## src/rtl/irq_ctrl.sv

```systemverilog
// 6502 bus interrupt controller: synchronizes up to eight sources, latches them
// as pending (level or edge per source), masks, prioritises and drives irq.
module irq_ctrl #(
  parameter int NSRC = 8
) (
  input  logic            clk,
  input  logic            rst,
  output logic [7:0]      dbr,
  input  logic [7:0]      dbw,
  input  logic [1:0]      addr,
  input  logic            we,
  input  logic [NSRC-1:0] src,
  output logic            irq
);

  logic [NSRC-1:0] s1, s2, s3;
  logic [NSRC-1:0] pend, mask, mode;
  logic [NSRC-1:0] act, clr, swt, pend_nxt;
  logic            wr_pend, wr_mask, wr_mode, wr_vec;
  logic            any;
  logic [2:0]      idx;
  logic [7:0]      rd;

  // Lowest set index wins; an empty vector encodes as 0.
  function automatic logic [2:0] lowest(input logic [NSRC-1:0] v);
    lowest = 3'd0;
    for (int i = NSRC - 1; i >= 0; i--) begin
      if (v[i]) lowest = 3'(i);
    end
  endfunction

  function automatic logic [7:0] ext(input logic [NSRC-1:0] v);
    ext = '0;
    ext[NSRC-1:0] = v;
  endfunction

  assign wr_pend = we && (addr == 2'd0);
  assign wr_mask = we && (addr == 2'd1);
  assign wr_mode = we && (addr == 2'd2);
  assign wr_vec  = we && (addr == 2'd3);

  assign act = pend & mask;
  assign any = |act;
  assign idx = lowest(act);
  assign clr = wr_pend ? dbw[NSRC-1:0] : '0;

  always_comb begin
    swt      = '0;
    pend_nxt = '0;
    for (int i = 0; i < NSRC; i++) begin
      // Only sources that exist can match, so out-of-range triggers fall away.
      swt[i] = wr_vec && (dbw[2:0] == 3'(i)) && mode[i];
      // Edge mode: set beats a simultaneous W1C clear.
      pend_nxt[i] = mode[i] ? ((s2[i] & ~s3[i]) | swt[i] | (pend[i] & ~clr[i]))
                            : s2[i];
    end
  end

  always_comb begin
    rd = 8'h00;
    case (addr)
      2'd0: rd = ext(pend);
      2'd1: rd = ext(mask);
      2'd2: rd = ext(mode);
      2'd3: rd = {any, 4'b0000, idx};
      default: rd = 8'h00;
    endcase
  end

  always_ff @(posedge clk or negedge rst) begin
    if (!rst) begin
      s1   <= '0;
      s2   <= '0;
      s3   <= '0;
      pend <= '0;
      mask <= '0;
      mode <= '0;
      dbr  <= 8'h00;
      irq  <= 1'b0;
    end else begin
      s1   <= src;
      s2   <= s1;
      s3   <= s2;
      pend <= pend_nxt;
      if (wr_mask) mask <= dbw[NSRC-1:0];
      if (wr_mode) mode <= dbw[NSRC-1:0];
      dbr  <= rd;
      irq  <= any;
    end
  end

endmodule

```

## config.mk

```make
export PLATFORM = sky130hd
export DESIGN_NAME = irq_ctrl
export DESIGN_NICKNAME = d
export VERILOG_FILES = /design/src/rtl/irq_ctrl.sv
export SDC_FILE = /design/constraint.sdc
export NUM_CORES = 1
export LEC_CHECK = 0
export BUFFER_PORTS_ARGS = -buffer_cell sky130_fd_sc_hd__buf_4
export CAP_MARGIN = 10
export CORE_ASPECT_RATIO = 1.1
export CORE_UTILIZATION = 40
export DETAILED_ROUTE_END_ITERATION = 7
export PLACE_DENSITY_LB_ADDON = 0.1
export SETUP_SLACK_MARGIN = 0.1
export SYNTH_ARGS = -nofsm -noshare
export SYNTH_HDL_FRONTEND = slang
export SYNTH_SLANG_ARGS = --single-unit
```

## constraint.sdc

```tcl
create_clock -name clk -period 2.5 [get_ports clk]
set_input_delay 0.5 -clock clk [delete_from_list [all_inputs] [get_ports clk]]
set_output_delay 0.5 -clock clk [all_outputs]
set_load 0.01 [all_outputs]
```

# Word level (Yosys, flattened, before mapping)
# Index checks and enable logic that the tools add are counted.
[totals]
ramBits = 0
inputBits = 21
mem_count = 0
latchBits = 0
reg_bits = 57
mem_bits_ro = 0
word_cells = 108
out_inout_bits = 9
[classes]
n_shift = 0
reduce_logical = 23
div = 0
order_cmp = 0
n_mux = 18
mul = 0
eq_ne = 10
n_bitwise = 49
n_addsub = 0
[op_table]
columns = ["op", "n"]
rows = [
  ["case mux 8 bit (4 select lines)", 1],
  ["2-to-1 mux 3 bit", 8],
  ["logical AND 1 bit", 20],
  ["bitwise AND 1 bit", 16],
  ["inverter 1 bit", 16],
  ["bitwise OR 1 bit", 16],
  ["equality test 3 bit, second input constant", 4],
  ["bitwise AND 8 bit", 1],
  ["2-to-1 mux 1 bit", 8],
  ["2-to-1 mux 8 bit", 1],
  ["OR reduction 8 bit", 1],
  ["equality test 3 x 2 -> 1 bit, second input constant", 2],
  ["equality test 2 bit, second input constant", 2],
  ["equality test 3 x 1 -> 1 bit, second input constant", 1],
  ["zero test 3 bit", 1],
  ["equality test 2 x 1 -> 1 bit, second input constant", 1],
  ["zero test 2 bit", 1],
]

# Logic depth before layout (Yosys ltp)
[logic_depth]
depth_word = 10
depth_mapped = 5
ltp_nobuf = 4

# Worst setup path after synthesis
# OpenSTA, ideal clock, no wires.
[synth_path]
kind = "input to register"
start = "in addr[1]"
end = "reg pend[2]"
setup_ps = 121
arrival_time_ps = 1437
required_ps = 2379
path_slack_ps = 942
path_buffers = 1
path_stages = 5
cell_sequence = "buf_2 nor3b_2 nand2_1 a32o_1 a22o_1"
[synth_between]
elab_chain_cells = 7
elab_cells_between_ends = 12
cone_classes = "eq/ne (1); mux (2); bitwise (4); reduce/logical (5)"
[synth_lines]
columns = ["item", "line_no", "rtl"]
rows = [
  ["start, declared", "10", "input logic [1:0] addr,"],
  ["equality test 2 bit or zero test 2 bit (tied branches)", "40, 37", ""],
  ["logical AND 1 bit (on tied branches)", "40, 37", ""],
  ["logical AND 1 bit or 2-to-1 mux 8 bit (tied branches)", "52, 45", ""],
  ["logical AND 1 bit or inverter 1 bit (tied branches)", "52, 54", ""],
  ["bitwise OR 1 bit or bitwise AND 1 bit (tied branches)", "54", "pend_nxt[i] = mode[i] ? ((s2[i] & ~s3[i]) | swt[i] | (pend[i] & ~clr[i]))"],
  ["bitwise OR 1 bit (*)", "54", ""],
  ["2-to-1 mux 1 bit (*)", "54", ""],
  ["via pend_nxt[2]", "18", "logic [NSRC-1:0] act, clr, swt, pend_nxt;"],
  ["end signal, assigned", "84", "pend <= pend_nxt;"],
  ["end, declared", "17", "logic [NSRC-1:0] pend, mask, mode;"],
]
# Mark *: on every way through the listed nets, which the timed path passes. The rest lies on a longest branch.
# A chain may end at the register's enable or synchronous reset.

# Worst setup path in the final report
[layout_path]
start = "reg pend[6]"
end = "reg dbr[7]"
[layout_between]
elab_chain_cells = 3
[layout_lines]
columns = ["item", "line_no", "rtl"]
rows = [
  ["bitwise AND 8 bit", "42", "assign act = pend & mask;"],
  ["OR reduction 8 bit", "43", "assign any = |act;"],
  ["via any", "20", "logic any;"],
  ["case mux 8 bit (4 select lines)", "61", "case (addr)"],
  ["via rd[7]", "22", "logic [7:0] rd;"],
  ["end signal, assigned", "87", "dbr <= rd;"],
  ["end, declared", "8", "output logic [7:0] dbr,"],
]
# The timed path passes the listed nets, and every way through them passes these cells.

==> impl_metrics.csv <==
group,metric,value,unit
cts,clk_latency,0.34,ns
cts,cts-root-buf,"clkbuf_8",
global_route,grt_pass1_vias,1540,
synth,yosys.area.top_type_share,64.4,%
detailed_routing,drt-vias-per-instance,5.09,
setup_path,crit_arrival,1.87,ns
cts,clkSlewWorstSetupHoldPaths,0.06,ns
sta,relSlewSlack,54.2,%
detailed_routing,vias,1461,
setup_path,cp.required,2.71,ns
power_and_ir_drop,vdd_drop_max,0.444,mV
detailed_routing,route.detailed.drc,0,
run_status,outcome,"completed",
synth,yosys_warnings,0,
floorplanning,die_height,80.0,µm
final_layout,syn2layout_area_growth,21.8,%
synth,syn_inst,171,
synth,ys_ff_latch,57,
sta,layout_min_cycle_time,1.66,ns
floorplanning,fp.dieW,72.9,µm
floorplanning,die_area,0.00584,mm²
detailed_routing,drtIter0Drc,103,
synth,syn_nets,192,
setup_path,end_kind,"flip-flop",
sta,skew,0.00484,ns
final_layout,layout_common_cells,"57 x dfrtp_1, 31 x nand2_1, 29 x buf_4",
sta,fin_crit_sh,66.2,%
floorplanning,coreArea,0.00536,mm²
synth,ys_types,32,
synth,synth_top_area_cell,"dfrtp_1",
cts,htreeDepth,3,
setup_path,path_class,"reg2reg",
cts,cts.sinks,57,
setup_path,critPathLaunchType,"flip-flop",
sta,hold_viol,0,
place,dp_slack,0.650,ns
sta,setup_slack,0.844,ns
sta,worstMarginPinSlew,0.687,ns
place,port_buffers,29,
worst_hold_path,hold_class,"in2async",
sta,drv_slew,0,
cts,cts_made_buffers,9,
synth,netlist_area,0.00221,mm²
global_route,grt_max_degree,58,
synth,syn_avg_cell_area,13.0,µm²
setup_path,r2r_slack,0.84,ns
setup_path,timing.rr.end,"dbr[7]",
final_layout,final_layout_size_suffix_gt1_share,30.2,%
setup_path,r2r_start,"pend[6]",
floorplanning,start_util,41.3,%
setup_path,r2r_cells,4,
place,dpl.hpwl,3130,µm
detailed_routing,firstDrtPassIters,4,
cts,cts_buffer_depth,2,
global_route,grt_antenna_before_repair,0,
setup_path,worst-path-max-fanout,4,
cts,cts_tree,"done",
synth,yosys-top-cells-area,"dfrtp_1 64%, mux2_2 8.1%, nand2_1 5.3%",
cts,postCtsHoldBufs,0,
detailed_routing,ant_nets,0,
final_layout,final_util,50.3,%
final_layout,n_fill_cell,493,
global_route,grt_usage,17.8,%
synth,ys_seq_area_share,64.4,%
final_layout,final_cells,287,
sta,clock.fmax,0.604,GHz
power_and_ir_drop,cellLeakagePower,1.21,nW
cts,cts_resized,0,
setup_path,endpoint,"dbr[7]",
final_layout,fin_nets,228,
global_route,grt_pass1_wl,7360,µm
detailed_routing,postRouteWirelength,4470,µm
global_route,grt.overflow.total,0,
floorplanning,io-pin-count,30,
sta,setup_viol,0,
sta,rsz0062_at_grt,"no",
sta,fin_tns_setup,0,ns
final_layout,diodes,0,
final_layout,final_common_cell,"dfrtp_1",
job,drv_cap,0,
place,place_inst,271,
cts,cts_setup_buffers,0,
place,gp_congestion,0.791,
setup_path,startpoint,"pend[6]",
power_and_ir_drop,p_per_area,861,mW/mm²
detailed_routing,wl_per_cell,15.6,µm
floorplanning,rows,28,
## flip-flops by register name, summed over array words and instances, names as in the netlist
register and cells:
mode 8, s3 8, dbr 8, mask 8, s2 8, irq 1
pend 8, s1 8
## critical path: stages, from the launching register on
cell      delay (ns)
dfrtp_1         0.43
a22oi_1         0.40
nand2b_4        0.08
nand3b_4        0.16
mux4_2          0.46
## Yosys cell counts
| cell type | instances |
|---|---|
| nor3b_2 | 1 |
| nand3b_4 | 1 |
| a221oi_1 | 1 |
| mux4_2 | 1 |
| mux2_2 | 16 |
| a32oi_1 | 5 |
| dfrtp_1 | 57 |
| nand2_2 | 1 |
| a22oi_1 | 1 |
| o211ai_1 | 1 |
| a211oi_1 | 1 |
| nand3_1 | 7 |
| nand2b_1 | 2 |
| clkbuf_1 | 1 |
| mux2i_1 | 4 |
| nor2b_1 | 5 |
| nor2_1 | 3 |
| and2_1 | 1 |
| o21ai_0 | 6 |
| and3_2 | 1 |
| clkbuf_2 | 1 |
| nand2_1 | 31 |
| nor3_1 | 3 |
| nand2b_4 | 1 |
| a21oi_1 | 2 |
| buf_2 | 2 |
| and3_1 | 2 |
| a22o_1 | 5 |
| a32o_1 | 5 |
| a31oi_1 | 1 |
| inv_1 | 1 |
| nand3b_1 | 1 |
## cell families (layout without fill, tap and decap cells)
| family | after synthesis | count (layout) | synth area share (%) |
|---|---|---|---|
| muxes | 21 | 21 | 11.0 |
| AOI/OAI and AO/OA | 28 | 28 | 9.72 |
| and+or+nand+nor | 60 | 60 | 13.9 |
| DFF | 57 | 57 | 64.4 |
| buffers and inverters | 5 | 46 | 1.02 |
## routing by layer
layer	vias up	part of all wire, %	global-route usage, %
met5	-	0	0
met4	0	1.7	11.4
met3	7	4.1	5.68
met2	40	49	27.2
met1	726	45	21.7
li1	688	-	-
## worst min-delay path by stage
| stage | slack, ns | cells past startpoint | end |
|---|---|---|---|
| CTS | 0.23 | 1 | dbr[6] |
| floorplan | 0.20 | 0 | dbr[0] |
| global route | 0.25 | 1 | s1[5] |
| finish | 0.22 | 1 | dbr[6] |
| detailed placement | 0.33 | 0 | s2[6] |
| global placement | 0.33 | 0 | s2[6] |
## final cells by class
class / instances / area (µm²) / share of cell area (%)
tap: 75 / 93.8 / 3.48
inverter: 1 / 3.75 / 0.139
timing repair buffer: 29 / 218 / 8.07
clock buffer: 13 / 149 / 5.52
clock inverter: 3 / 40.0 / 1.48
sequential: 57 / 1430 / 52.9
multi-input combinational: 109 / 766 / 28.4
## metrics by stage
step                      cell area [µm²]  hold slack (ns)  power [mW]
after detailed placement             2510            0.335        1.51
final                                2700            0.216        2.32
after global placement               2510            0.332        1.50
after CTS                            2700            0.227        2.35
after floorplan                      2210            0.204        1.35
after global routing                 2700            0.250        2.44
## where the power goes
| group | internal (mW) | switching [mW] |
|---|---|---|
| Clock | 0.485 | 0.342 |
| Sequential | 1.04 | 0.101 |
| Combinational | 0.190 | 0.160 |
| Total | 1.72 | 0.603 |
(Power assumes the default switching activity.)
